[config.mk]
export PLATFORM = sky130hd
export DESIGN_NAME = async_load_seq
export DESIGN_NICKNAME = d
export VERILOG_FILES = /design/src/rtl/async_load_seq.sv
export SDC_FILE = /design/constraint.sdc
export NUM_CORES = 1
export LEC_CHECK = 0
export CAP_MARGIN = 15
export CORE_MARGIN = 2
export CORE_UTILIZATION = 43
export CTS_CLUSTER_DIAMETER = 100
export CTS_CLUSTER_SIZE = 20
export DETAILED_ROUTE_END_ITERATION = 8
export GPL_TIMING_DRIVEN = 0
export PLACE_DENSITY_LB_ADDON = 0.2
export RECOVER_POWER = 50
export SLEW_MARGIN = 20
export SYNTH_ARGS = -nofsm -noshare
export SYNTH_HDL_FRONTEND = slang
export SYNTH_SLANG_ARGS = --single-unit
[constraint.sdc]
create_clock -name clk -period 1.5 [get_ports clk]
set_input_delay 0.15 -clock clk [delete_from_list [all_inputs] [get_ports clk]]
set_output_delay 0.15 -clock clk [all_outputs]
set_load 0.005 [all_outputs]
[src/rtl/async_load_seq.sv]
// async_load_seq: forces a value into an async-load flop bank and checks the readback
module async_load_seq #(
  parameter int WIDTH  = 8,
  parameter int HOLD   = 2,
  parameter int SETTLE = 1
) (
  input  logic             clk,
  input  logic             arst,
  input  logic             req_valid,
  output logic             req_ready,
  input  logic [WIDTH-1:0] req_data,
  output logic [WIDTH-1:0] ff_rval,
  output logic             ff_arst,
  input  logic [WIDTH-1:0] ff_q,
  output logic             rsp_valid,
  input  logic             rsp_ready,
  output logic             rsp_err
);
  if (HOLD < 1 || HOLD > 255) begin : g_bad_hold
    $error("async_load_seq: HOLD must be in 1..255");
  end
  if (SETTLE < 1 || SETTLE > 255) begin : g_bad_settle
    $error("async_load_seq: SETTLE must be in 1..255");
  end
  typedef enum logic [2:0] {IDLE, SETUP, ASSERT, RELEASE, RESP} state_t;
  localparam logic [7:0] HOLD_M1   = 8'(HOLD - 1);
  localparam logic [7:0] SETTLE_M1 = 8'(SETTLE - 1);
  state_t           state_q;
  logic [7:0]       cnt_q;
  logic [WIDTH-1:0] val_q;
  logic             ff_arst_q, ready_q, rsp_valid_q, rsp_err_q;
  // sequencer: every output is a flop, so ff_arst is glitch-free and drops with arst
  always_ff @(posedge clk or posedge arst)
    if (arst) begin
      state_q     <= IDLE;
      cnt_q       <= '0;
      val_q       <= '0;
      ff_arst_q   <= 1'b0;
      ready_q     <= 1'b0;
      rsp_valid_q <= 1'b0;
      rsp_err_q   <= 1'b0;
    end else begin
      case (state_q)
        IDLE:
          if (req_valid && ready_q) begin
            val_q   <= req_data;
            ready_q <= 1'b0;
            state_q <= SETUP;
          end else begin
            ready_q <= 1'b1;
          end
        SETUP: begin
          ff_arst_q <= 1'b1;
          cnt_q     <= HOLD_M1;
          state_q   <= ASSERT;
        end
        ASSERT:
          if (cnt_q == 8'd0) begin
            ff_arst_q <= 1'b0;
            cnt_q     <= SETTLE_M1;
            state_q   <= RELEASE;
          end else begin
            cnt_q <= cnt_q - 8'd1;
          end
        RELEASE:
          if (cnt_q == 8'd0) begin
            rsp_valid_q <= 1'b1;
            rsp_err_q   <= ff_q != val_q;
            state_q     <= RESP;
          end else begin
            cnt_q <= cnt_q - 8'd1;
          end
        RESP:
          if (rsp_ready) begin
            rsp_valid_q <= 1'b0;
            ready_q     <= 1'b1;
            state_q     <= IDLE;
          end
        default: state_q <= IDLE;
      endcase
    end
  assign req_ready = ready_q;
  assign ff_rval   = val_q;
  assign ff_arst   = ff_arst_q;
  assign rsp_valid = rsp_valid_q;
  assign rsp_err   = rsp_err_q;
endmodule

# After elaboration in Yosys (flattened, before gate mapping)
# Cells that the tools add are included.
[totals]
in_bits = 20
regBits = 23
out_inout_bits = 12
[classes]
eq_ne = 10
reduce_logical = 14
muxes = 16
addsub = 1
[ops]
columns = ["cell", "n"]
rows = [
  ["case mux 8 bit (3 select lines)", 1],
  ["2-to-1 mux 8 bit", 2],
  ["case mux 3 bit (5 select lines)", 1],
  ["2-to-1 mux 3 bit", 4],
  ["inequality test 2 bit (second input constant)", 5],
  ["AND reduction 2 bit", 5],
  ["logical NOT 8 bit", 1],
  ["inequality test 8 bit", 1],
  ["subtractor 8 x 1 -> 8 bit (second input constant)", 1],
  ["equality test 3 x 2 -> 1 bit (second input constant)", 2],
  ["case mux 1 bit (2 select lines)", 3],
  ["nonzero test 2 bit", 3],
  ["2-to-1 mux 1 bit", 5],
  ["AND reduction 4 bit", 1],
  ["equality test 3 x 1 -> 1 bit (second input constant)", 1],
  ["equality test 3 bit (second input constant)", 1],
  ["logical NOT 3 bit", 1],
  ["AND reduction 3 bit", 1],
  ["nonzero test 3 bit", 1],
  ["logical AND 1 bit", 1],
]

# Longest topological paths before layout
# Gate-level depths: netlist of the first run.
[logic_depth]
depth_word = 3
mapped_depth = 6

# Least setup slack after synthesis of the first run
# No wires, ideal clock.
[synth_path]
path_type = "register -> register"
startpoint = "register cnt_q[0]"
endpoint = "register cnt_q[6]"
synth_period_minus_slack_ns = 1.588
setup_ns = 0.077
stages_incl_launch_ff = 7
setup_slack_ns = -0.088
path_buffers = 0
required_time_ns = 1.423
arrival_ns = 1.511
cell_sequence = "dfrtp_1 > inv_1 > ha_1 > nor4b_4 > and3_1 > or4_1 > a21oi_1"
[synth_via]
elab_chain_len = 3
elab_cells_between_ends = 7
cone_classes = "1 x add/sub; 1 x eq/ne; 3 x mux; 2 x reduce/logical"
[synth_rtl]
columns = ["element", "line_no", "rtl"]
rows = [
  ["start, declared", "29", "logic [7:0] cnt_q;"],
  ["start signal, assigned", "63", "cnt_q <= cnt_q - 8'd1;"],
  ["start signal, assigned", "71", "cnt_q <= cnt_q - 8'd1;"],
  ["subtractor 8 x 1 -> 8 bit / logical NOT 8 bit (equally long branches)", "n/a", ""],
  ["2-to-1 mux 8 bit (tied with other cells)", "66", "if (cnt_q == 8'd0) begin"],
  ["case mux 8 bit (3 select lines) / AND reduction 2 bit (equally long branches)", "n/a", ""],
]
# Parallel ways exist; a longest one is shown, timed or not. The select of a mux whose other input is x is not followed.
# A chain may end at the register's enable or synchronous reset.

# Worst setup path in the final report of the first run
[layout_path]
startpoint = "register cnt_q[1]"
endpoint = "register cnt_q[2]"
# The elaborated chain is that of the path after synthesis.

==> results of run 1 <==
## worst register-to-register path: stages, from the launching register on
cell and delay, ns:
dfrtp_1 0.42, inv_2 0.10, ha_4 0.13, nor4b_4 0.28, nand2_2 0.19, a31o_2 0.24
a22o_1 0.17
## cell families (layout without fill, tap and decap cells)
kind of cell	count (synthesis)	in the layout
multiplexers	8	8
AO/OA/AOI/OAI	27	27
AND/OR/NAND/NOR	36	36
adder cells (fa/ha/maj)	2	2
flip-flops	23	23
buffers and inverters	9	56
XOR/XNOR	9	9
## synthesized netlist by cell type (2+ instances only)
| library cell | count | area share [%] |
|---|---|---|
| mux2_2 | 8 | 7.4 |
| nor2_1 | 9 | 2.8 |
| nand2_1 | 7 | 2.2 |
| ha_1 | 2 | 2.1 |
| dfrtp_1 | 23 | 47 |
| o21ai_0 | 7 | 2.9 |
| a21oi_1 | 6 | 2.5 |
| o31ai_1 | 2 | 1.2 |
| buf_2 | 2 | 0.82 |
| a22o_1 | 2 | 1.4 |
| or3_1 | 2 | 1.0 |
| nand4_1 | 3 | 1.5 |
| inv_1 | 5 | 1.5 |
| nand2b_1 | 2 | 1.0 |
| xnor2_1 | 8 | 5.8 |
| o2bb2ai_1 | 2 | 1.4 |
## how the worst min path moves through the flow
stage | slack, ns | cells after the start | endpoint
3_5_place_dp | 0.50 | 1 | cnt_q[7]
2_1_floorplan | 0.15 | 1 | cnt_q[0]
4_1_cts | 0.33 | 2 | cnt_q[3]
5_1_grt | 0.44 | 2 | ff_rval[0]
3_3_place_gp | 0.48 | 1 | cnt_q[7]
6_report | 0.44 | 2 | cnt_q[1]
## layout by cell type, fill, tap and decap left out, types with 4 or more instances in the layout
| cell type | synthesis | layout |
|---|---|---|
| nand2_1 | 7 | 5 |
| a21oi_1 | 6 | 6 |
| clkdlybuf4s50_1 | 0 | 30 |
| buf_6 | 0 | 4 |
| dfrtp_1 | 23 | 23 |
| o21ai_0 | 7 | 4 |
| mux2_4 | 0 | 8 |
| nor2_1 | 9 | 8 |
| buf_4 | 1 | 10 |
| xnor2_1 | 8 | 8 |
## layout make-up
| class | instances | area [µm²] |
|---|---|---|
| Fill cell | 204 | 880.8 |
| Multi-Input combinational cell | 82 | 728.2 |
| Sequential cell | 23 | 575.6 |
| Timing Repair Buffer | 43 | 411.6 |
| Tap cell | 31 | 38.79 |
| Buffer | 4 | 28.78 |
| Clock buffer | 3 | 22.52 |
| Inverter | 5 | 18.77 |
| Clock inverter | 1 | 5.005 |
## metrics by stage
step | hold slack [ns] | util (%) | area, µm²
after detailed placement | 0.4996 | 58.08 | 1574
after floorplan | 0.1519 | - | 1225
after CTS | 0.3309 | 61.36 | 1663
final | 0.4399 | 67.50 | 1829
after global placement | 0.4806 | 58.08 | 1574
after global routing | 0.4423 | 67.50 | 1829
## sequential cells by signal, indices dropped and copies added (netlist names)
name and cells:
cnt_q 8, ff_arst 1, ff_rval 8, req_ready 1, rsp_err 1, rsp_valid 1, state_q 3
## where the power goes
| part | switching (mW) | total, mW | internal [mW] |
|---|---|---|---|
| clock | 0.187 | 0.286 | 0.0995 |
| combinational | 0.824 | 1.92 | 1.09 |
| sequential | 0.293 | 1.18 | 0.891 |
## what timing repair did
action,CTS,global route
gates resized for setup,2,33
pin swaps,7,6
buffers inserted,6,7
endpoints found under the setup margin,21,22
cloned,0,1
## per-layer routing
| layer | global-route usage (%) | vias to the layer above |
|---|---|---|
| li1 | - | 505 |
| met5 | 0 | - |
| met4 | 6.977 | 0 |
| met2 | 29.89 | 19 |
| met1 | 23.94 | 509 |
| met3 | 3.175 | 4 |
==> results.yml, run 1 <==
outcome:
  status: "finished with violations"
  violations: "negative setup slack"
detailed_routing:
  first_pass_iters: 4
  avgRoutedWirePerCell_um: 15.11
  drt_iter0_drc: 22
  met1_length_um: 1267
  dr_wl_met3_um: 119
  routed.top_layer: "met4"
  drc: 0
  ant_nets: 0
  vias: 1037
  met2WireLength_um: 1480
  routed_wl_um: 2902
  via_per_inst: 5.401
logic_synthesis:
  ys_types: 40
  synth_top_family_by_area: "simple AND/OR/NAND/NOR gates"
  synth_ff_type: "dfrtp_1"
  synth_area_um2: 1215
  postSynthCellCount: 114
  synthAdderAreaFrac_pct: 2.060
  synth_edf_count: 0
  synth_mux_area_share_pct: 7.415
  synth_compound_area_share_pct: 14.83
  synth-seq-cells: 23
  yosysWarnings: 0
  avgSynthCellArea_um2: 10.66
  synthSimpleGateAreaFrac_pct: 18.54
  synth_nets: 136
  seq_area_frac_synth_pct: 47.37
  synth_xor_area_share_pct: 6.488
  async_flop_share_pct: 100.0
sta:
  grt_setup_unrepaired: "true"
  worst_slew_pin_slew_ns: 0.8593
  fin_crit_ns: 1.621
  drv_slew: 0
  relSlewSlack_pct: 42.65
  setup_tns_ns: -0.6719
  min_period_over_period_pct: 108.1
  max_freq_mhz: 616.9
  finalSetupViolCount: 10
  fin_ws_ns: -0.1211
  finalClockSkew_ns: 0.001943
  finalHoldViolations: 0
setup_path:
  critPathLaunchType: "flip-flop"
  r2r_slack_ns: -0.12
  cp_num_cells: 6
  crit_path_end: "cnt_q[2]"
  reg2reg_from: "cnt_q[1]"
  crit_path_end_kind: "flip-flop"
  slowest_stage: "dfrtp_1"
  reg2reg_depth: 6
  crit_family: "simple AND/OR/NAND/NOR gates"
  crit_fanout: 7
  r2r-end: "cnt_q[2]"
  startpoint: "cnt_q[1]"
  crit_buf_inv: 1
  criticalPathCategory: "reg -> reg"
  arrival_ns: 1.83
  cp_slowest_stage_delay_ns: 0.42
  crit_required_ns: 1.71
  crit_chain: "inv_2, ha_4, nor4b_4, nand2_2, a31o_2, a22o_1"
floorplanning:
  die_h_um: 57.16
  start_util_pct: 44.83
  dieArea_um2: 3267
  io_pins: 32
  std_cell_rows: 19
  core_area_um2: 2710
  die_w_um: 57.16
clock_tree:
  clk_latency_ns: 0.31
  cts.clk_slew.worst_paths_ns: 0.13
  htreeDepth: 1
  ctsLongestPathBuffers: 2
  cts_tree: "yes"
  cts_buffers: 3
  cts-root-buf: "clkbuf_4"
  clock-sinks: 23
  hold_buffers: 0
global_route:
  grt_max_degree: 24
  grt_pass1_vias: 1056
  grt_pass1_wl_um: 4712
  antenna_found_initial: 0
  gr-total-overflow: 0
  track_usage_pct: 18.14
final_layout:
  drive_gt1_share_pct: 30.43
  diodes: 0
  nNetsFinal: 184
  syn2layout_area_growth_pct: 50.57
  stdcell_count: 192
placement:
  placed_cells: 176
  pre_cts_ws_ns: -0.2324
  gp_congestion: 0.8577
  dpl.hpwl_um: 1959
  io_buffer_count: 31
power_and_ir_drop:
  ir_drop_v: 0.001322
  total_power_mw: 3.386
  power.leakage_nw: 0.7550
  p_per_area_nw_per_um2: 1851
flow_run:
  maxCapViolCount: 0
hold_path:
  hp-class: "in -> async"
No activity file was read; power rests on OpenSTA's default activity.
==> inputs of run 2 (changes only) <==
--- a/config.mk
+++ b/config.mk
@@ -14,7 +14,7 @@
 export GPL_TIMING_DRIVEN = 0
 export PLACE_DENSITY_LB_ADDON = 0.2
 export RECOVER_POWER = 50
-export SLEW_MARGIN = 20
+export SLEW_MARGIN = 10
 export SYNTH_ARGS = -nofsm -noshare
 export SYNTH_HDL_FRONTEND = slang
 export SYNTH_SLANG_ARGS = --single-unit
==> results of run 2 <==
No change in the layout: final DEF, timing and power equal those of run 1.
